File: src/rtl/fetch_queue.sv
// fetch_queue
// -----------
// Decoupling FIFO between instruction fetch and decode. Every fetched
// {pc, instr} pair goes into a circular buffer, and decode sees the oldest
// entry. A redirect (flush) empties the buffer in one cycle.
//
// Handshake (applies to both sides): a transfer happens on a rising edge
// when valid and ready are both high and flush is low. f_ready and d_valid
// come only from registered occupancy, so they never depend on f_valid,
// d_ready or flush. This keeps the fetch PC enable free of combinational
// loops.
//
// Ports:
//   clk      in   sole clock, rising edge
//   reset    in   asynchronous active-high reset
//   f_valid  in   fetch offers {f_pc, f_instr}
//   f_pc     in   PC of the fetched instruction
//   f_instr  in   fetched instruction word
//   f_ready  out  queue can accept a push (fetch PC enable)
//   flush    in   discard all entries; highest priority after reset
//   d_valid  out  head entry available to decode
//   d_pc     out  PC of the head entry (0 when empty)
//   d_instr  out  instruction of the head entry (0 when empty)
//   d_ready  in   decode consumes the head entry
//   count    out  current occupancy, 0..DEPTH
module fetch_queue #(
  parameter int DEPTH = 4,
  parameter int CW    = $clog2(DEPTH) + 1
) (
  input  logic          clk,
  input  logic          reset,
  input  logic          f_valid,
  input  logic [31:0]   f_pc,
  input  logic [31:0]   f_instr,
  output logic          f_ready,
  input  logic          flush,
  output logic          d_valid,
  output logic [31:0]   d_pc,
  output logic [31:0]   d_instr,
  input  logic          d_ready,
  output logic [CW-1:0] count
);

  localparam int AW = $clog2(DEPTH);

  logic [31:0]   pc_mem_q    [DEPTH];
  logic [31:0]   instr_mem_q [DEPTH];
  logic [AW-1:0] rp_q, rp_d;
  logic [AW-1:0] wp_q, wp_d;
  logic [CW-1:0] cnt_q, cnt_d;
  logic          push, pop;

  assign f_ready = (cnt_q != CW'(DEPTH));
  assign d_valid = (cnt_q != '0);
  assign count   = cnt_q;

  // An empty queue presents a nop (all zeros), not stale storage contents.
  assign d_pc    = d_valid ? pc_mem_q[rp_q]    : 32'h0000_0000;
  assign d_instr = d_valid ? instr_mem_q[rp_q] : 32'h0000_0000;

  assign push = f_valid & f_ready & ~flush;
  assign pop  = d_valid & d_ready & ~flush;

  // DEPTH is a power of two, so the pointers wrap naturally at AW bits.
  always_comb begin
    rp_d  = rp_q;
    wp_d  = wp_q;
    cnt_d = cnt_q;
    if (flush) begin
      rp_d  = '0;
      wp_d  = '0;
      cnt_d = '0;
    end else begin
      if (push) wp_d = wp_q + AW'(1);
      if (pop)  rp_d = rp_q + AW'(1);
      case ({push, pop})
        2'b10:   cnt_d = cnt_q + CW'(1);
        2'b01:   cnt_d = cnt_q - CW'(1);
        default: cnt_d = cnt_q;
      endcase
    end
  end

  always_ff @(posedge clk or posedge reset) begin
    if (reset) begin
      rp_q  <= '0;
      wp_q  <= '0;
      cnt_q <= '0;
      for (int i = 0; i < DEPTH; i++) begin
        pc_mem_q[i]    <= '0;
        instr_mem_q[i] <= '0;
      end
    end else begin
      rp_q  <= rp_d;
      wp_q  <= wp_d;
      cnt_q <= cnt_d;
      if (push) begin
        pc_mem_q[wp_q]    <= f_pc;
        instr_mem_q[wp_q] <= f_instr;
      end
    end
  end

endmodule
File: config.mk
export PLATFORM = sky130hd
export DESIGN_NAME = fetch_queue
export DESIGN_NICKNAME = d
export VERILOG_FILES = /design/src/rtl/fetch_queue.sv
export SDC_FILE = /design/constraint.sdc
export NUM_CORES = 1
export LEC_CHECK = 0
export CORE_MARGIN = 5
export CORE_UTILIZATION = 51
export DETAILED_ROUTE_END_ITERATION = 6
export PLACE_DENSITY_LB_ADDON = 0.3
export SYNTH_ARGS = -nofsm -noshare
export SYNTH_HDL_FRONTEND = slang
export SYNTH_SLANG_ARGS = --single-unit
export TNS_END_PERCENT = 30
File: constraint.sdc
create_clock -name clk -period 9.6 [get_ports clk]
set_clock_uncertainty 0.05 [all_clocks]
set_input_delay 2.4 -clock clk [delete_from_list [all_inputs] [get_ports clk]]
set_output_delay 2.4 -clock clk [all_outputs]
set_load 0.02 [all_outputs]
==> metrics.txt <==
# TYPE chip_impl_metric gauge
chip_impl_metric{name="dpl-instance-area",unit="um^2"} 13800
chip_impl_metric{name="pin_slew_with_the_least_headroom_to_its_limit",unit="ns"} 1.12
chip_impl_metric{name="post_drt_via_cell_ratio",unit=""} 5.65
chip_impl_metric{name="largest_net_degree_at_the_start_of_global_routing",unit=""} 189
chip_impl_metric{name="cts.clk_slew.worst_paths",unit="ns"} 0.06
chip_impl_metric{name="fin_hold_ws",unit="ns"} 0.452
chip_impl_metric{name="fp.dieW",unit="um"} 165
chip_impl_info{name="r2r_end",value="instr_mem_q[69]$_DFFE_PP0P_"} 1
chip_impl_metric{name="clock_latency",unit="ns"} 0.51
chip_impl_metric{name="synth-simple-area-share",unit="%"} 4.52
chip_impl_metric{name="max_clock_freq",unit="MHz"} 173
chip_impl_metric{name="worst-endpoint-arrival",unit="ns"} 3.33
chip_impl_metric{name="largest_fanout_on_the_critical_path",unit=""} 56
chip_impl_metric{name="postCtsResizedCells",unit=""} 0
chip_impl_metric{name="port-buffer-count",unit=""} 137
chip_impl_info{name="synth_top_family_by_area",value="multiplexers"} 1
chip_impl_info{name="unrepaired_setup_endpoints_after_global_routing",value="false"} 1
chip_impl_metric{name="finish.net_count",unit=""} 950
chip_impl_info{name="critPathKind",value="reg2out"} 1
chip_impl_metric{name="core-area",unit="um^2"} 23500
chip_impl_info{name="cts_tree",value="built"} 1
chip_impl_info{name="postSynth.topFlopCell",value="sky130_fd_sc_hd__dfrtp_1"} 1
chip_impl_metric{name="post-route-cell-area",unit="um^2"} 14800
chip_impl_metric{name="fraction_of_final_layout_cells_sized_beyond_drive_strength_1",unit="%"} 43.4
chip_impl_metric{name="postRouteWirelength",unit="um"} 26400
chip_impl_metric{name="timing.slew.headroom",unit="%"} 25.3
chip_impl_metric{name="layout.filler_cells",unit=""} 1724
chip_impl_metric{name="gp_congestion",unit=""} 0.727
chip_impl_metric{name="final_min_period_over_clock_period",unit="%"} 60.2
chip_impl_metric{name="ir_worst_vdd",unit="mV"} 0.147
chip_impl_metric{name="synth-compound-area-share",unit="%"} 0.841
chip_impl_metric{name="slew_violations",unit=""} 0
chip_impl_metric{name="postCtsSetupBuffers",unit=""} 0
chip_impl_metric{name="crit_buf_inv",unit=""} 2
chip_impl_metric{name="htreeDepth",unit=""} 1
chip_impl_metric{name="grt_use_total",unit="%"} 20.0
chip_impl_info{name="worst_hold_path_endpoint",value="instr_mem_q[63]$_DFFE_PP0P_"} 1
chip_impl_metric{name="ys_async_sr_fraction",unit="%"} 100
chip_impl_metric{name="hpwlAfterDp",unit="um"} 15900
chip_impl_info{name="crit_path_cell_trace",value="buf_4 -> mux4_2 -> and2_1 -> clkdlybuf4s50_1"} 1
chip_impl_metric{name="post_synth_instance_area",unit="um^2"} 12200
chip_impl_info{name="startpoint_type_of_the_worst_setup_path",value="flip-flop"} 1
chip_impl_metric{name="portion_of_the_post_synthesis_area_used_by_sequential_elements",unit="%"} 54.0
chip_impl_metric{name="drv.max_cap_violation_count",unit=""} 0
chip_impl_metric{name="floorplan.io_pins",unit=""} 138
chip_impl_metric{name="synth.ff_latch_count",unit=""} 263
chip_impl_metric{name="timing_hold_violations_final",unit=""} 0
chip_impl_info{name="top_cells_by_area_synth",value="sky130_fd_sc_hd__dfrtp_1, sky130_fd_sc_hd__mux2_2, sky130_fd_sc_hd__mux4_2, sky130_fd_sc_hd__mux2_4, sky130_fd_sc_hd__and2_1"} 1
chip_impl_metric{name="synth_cells",unit=""} 752
chip_impl_metric{name="number_of_flops_mapped_to_enable_cells_by_yosys",unit=""} 0
chip_impl_metric{name="floorplan.die_area",unit="um^2"} 27100
chip_impl_metric{name="syn_area_per_cell",unit="um^2"} 16.2
chip_impl_metric{name="grt_pass1_wl",unit="um"} 43200
chip_impl_metric{name="setup_total_negative_slack",unit="ns"} 0
chip_impl_info{name="cts_root_buffer_type",value="sky130_fd_sc_hd__clkbuf_16"} 1
chip_impl_metric{name="cts.sinks",unit=""} 263
chip_impl_metric{name="dr.pass1.iters",unit=""} 4
chip_impl_info{name="yosys.cell_count.top_type",value="sky130_fd_sc_hd__dfrtp_1"} 1
chip_impl_metric{name="power_leakage",unit="nW"} 6.40
chip_impl_info{name="hold_path_class",value="reg2reg"} 1
chip_impl_metric{name="fin_total_pwr",unit="mW"} 4.03
chip_impl_info{name="timing.critical_path.slowest_stage_cell",value="sky130_fd_sc_hd__buf_4"} 1
chip_impl_metric{name="critical_path.max_stage_delay",unit="ns"} 0.87
chip_impl_info{name="post_synth_most_frequent_cells",value="sky130_fd_sc_hd__dfrtp_1, sky130_fd_sc_hd__mux2_2, sky130_fd_sc_hd__and2_1, sky130_fd_sc_hd__mux4_2, sky130_fd_sc_hd__mux2_4"} 1
chip_impl_metric{name="area_occupied_by_multi_input_gates",unit="um^2"} 5340
chip_impl_metric{name="critPathRequiredTime",unit="ns"} 7.15
chip_impl_metric{name="ff_latch_area",unit="um^2"} 6590
chip_impl_metric{name="first_global_vias",unit=""} 8012
chip_impl_metric{name="detail-route-antenna-nets",unit=""} 0
chip_impl_info{name="cpLargestDelayFamily",value="buffers and inverters"} 1
chip_impl_metric{name="numCtsBuffers",unit=""} 28
chip_impl_metric{name="post_synth_fa_ha_maj_area_fraction",unit="%"} 0.574
chip_impl_metric{name="yosys.area_share.xor_xnor",unit="%"} 0.215
chip_impl_metric{name="final.min_clock_period",unit="ns"} 5.78
chip_impl_metric{name="die_height",unit="um"} 165
chip_impl_metric{name="std_cell_rows",unit=""} 56
chip_impl_metric{name="synthToLayoutAreaGrowth",unit="%"} 21.3
chip_impl_metric{name="regToRegSetupSlack",unit="ns"} 6.79
chip_impl_metric{name="synth.mux.area_fraction",unit="%"} 37.4
chip_impl_metric{name="clock_tree.buffer_depth",unit=""} 3
chip_impl_metric{name="initial_utilization",unit="%"} 51.8
chip_impl_info{name="status",value="finished, final reports clean"} 1
chip_impl_metric{name="remaining_drc_errors",unit=""} 0
chip_impl_metric{name="worst_r2r_path_depth",unit=""} 5
chip_impl_metric{name="gr-total-overflow",unit=""} 0
chip_impl_metric{name="synth_top_area_share",unit="%"} 54.0
chip_impl_metric{name="min_path_cells",unit=""} 1
chip_impl_info{name="crit_path_end_kind",value="primary output"} 1
chip_impl_metric{name="dr.first_iter.drc_count",unit=""} 301
chip_impl_metric{name="cell_pwr_density",unit="nW/um^2"} 273
chip_impl_metric{name="grt_antenna_before_repair",unit=""} 1
chip_impl_info{name="synthDominantAreaCellType",value="sky130_fd_sc_hd__dfrtp_1"} 1
chip_impl_metric{name="setup_viol",unit=""} 0
chip_impl_metric{name="postCtsHoldBufs",unit=""} 0
chip_impl_info{name="timing.rr.start",value="count[0]$_DFFE_PP0P_"} 1
chip_impl_metric{name="postLayoutCoreUtil",unit="%"} 62.8
chip_impl_metric{name="ys_warn_count",unit=""} 0
chip_impl_metric{name="avgRoutedWirePerCell",unit="um"} 21.7
chip_impl_metric{name="dr_total_vias",unit=""} 6870
chip_impl_metric{name="synth.lib_cells_used.distinct",unit=""} 37
chip_impl_info{name="hp-start",value="instr_mem_q[63]$_DFFE_PP0P_"} 1
chip_impl_metric{name="mappedNetlistNets",unit=""} 826
[sequential cells by signal, summed over array words and instances, names as in the netlist]
register and cells:
count 3, instr_mem_q 128, pc_mem_q 128, rp_q 2, wp_q 2
[routing by layer]
metal  wire length, um  GRT usage (%)  vias up
met4               418           4.20        0
li1                  -              -     3001
met5                 0              0        -
met1             11000           26.1     3700
met2             14100           35.9      137
met3               982           2.99       32
[power breakdown]
| part | internal (mW) | leakage (nW) | switching [mW] |
|---|---|---|---|
| sequential | 1.46 | 3.30 | 0.204 |
| combinational | 0.757 | 2.60 | 0.478 |
| clock | 0.703 | 0.496 | 0.432 |
[cells in the final DEF (no fill, tap or decap), drive strengths merged, types with 2 or more instances in the layout]
cell	netlist	final
a21oi	4	4
and2	64	64
buf	41	9
bufinv	0	4
clkbuf	11	38
clkdlybuf4s50	0	137
clkinv	0	9
dfrtp	263	263
ha	4	4
inv	5	4
mux2	257	257
mux4	64	64
nand2	2	2
nand3	7	7
nor2	4	4
nor2b	3	3
o21ai	2	2
o221ai	2	2
or4	2	2
xor2	2	2
[per-stage QoR]
stage	instances	setup WS (ns)
floorplan	752	3.68
global placement	1165	3.93
detailed placement	1165	3.88
CTS	1216	3.73
global route	1217	3.59
finish	1217	3.82
[kinds of logic after synthesis]
kind of cell	count (synthesis)
mux	321
flops	263
simple gates	88
buf+inv	57
compound gates	15
fa+ha+maj	5
xor+xnor	3
[how the worst max path moves through the flow]
stage	cells after the start	end	start	slack (ns)
detailed placement	5	instr_mem_q[69]$_DFFE_PP0P_	f_valid	3.88
CTS	4	d_pc[28]	rp_q[0]$_DFFE_PP0P_	3.73
global placement	5	instr_mem_q[69]$_DFFE_PP0P_	f_valid	3.93
global route	4	d_pc[28]	rp_q[0]$_DFFE_PP0P_	3.59
floorplan	1	count[0]$_DFFE_PP0P_	reset	3.68
finish	4	d_pc[28]	rp_q[0]$_DFFE_PP0P_	3.82
[final cells by class]
type,count,area share (%)
Clock inverter,13,1.14
Sequential cell,263,44.5
Antenna cell,1,0.0169
Tap cell,319,2.70
Clock buffer,38,5.54
Timing Repair Buffer,146,9.81
Inverter,5,0.152
Multi-Input combinational cell,432,36.1
(Power assumes the default switching activity.)
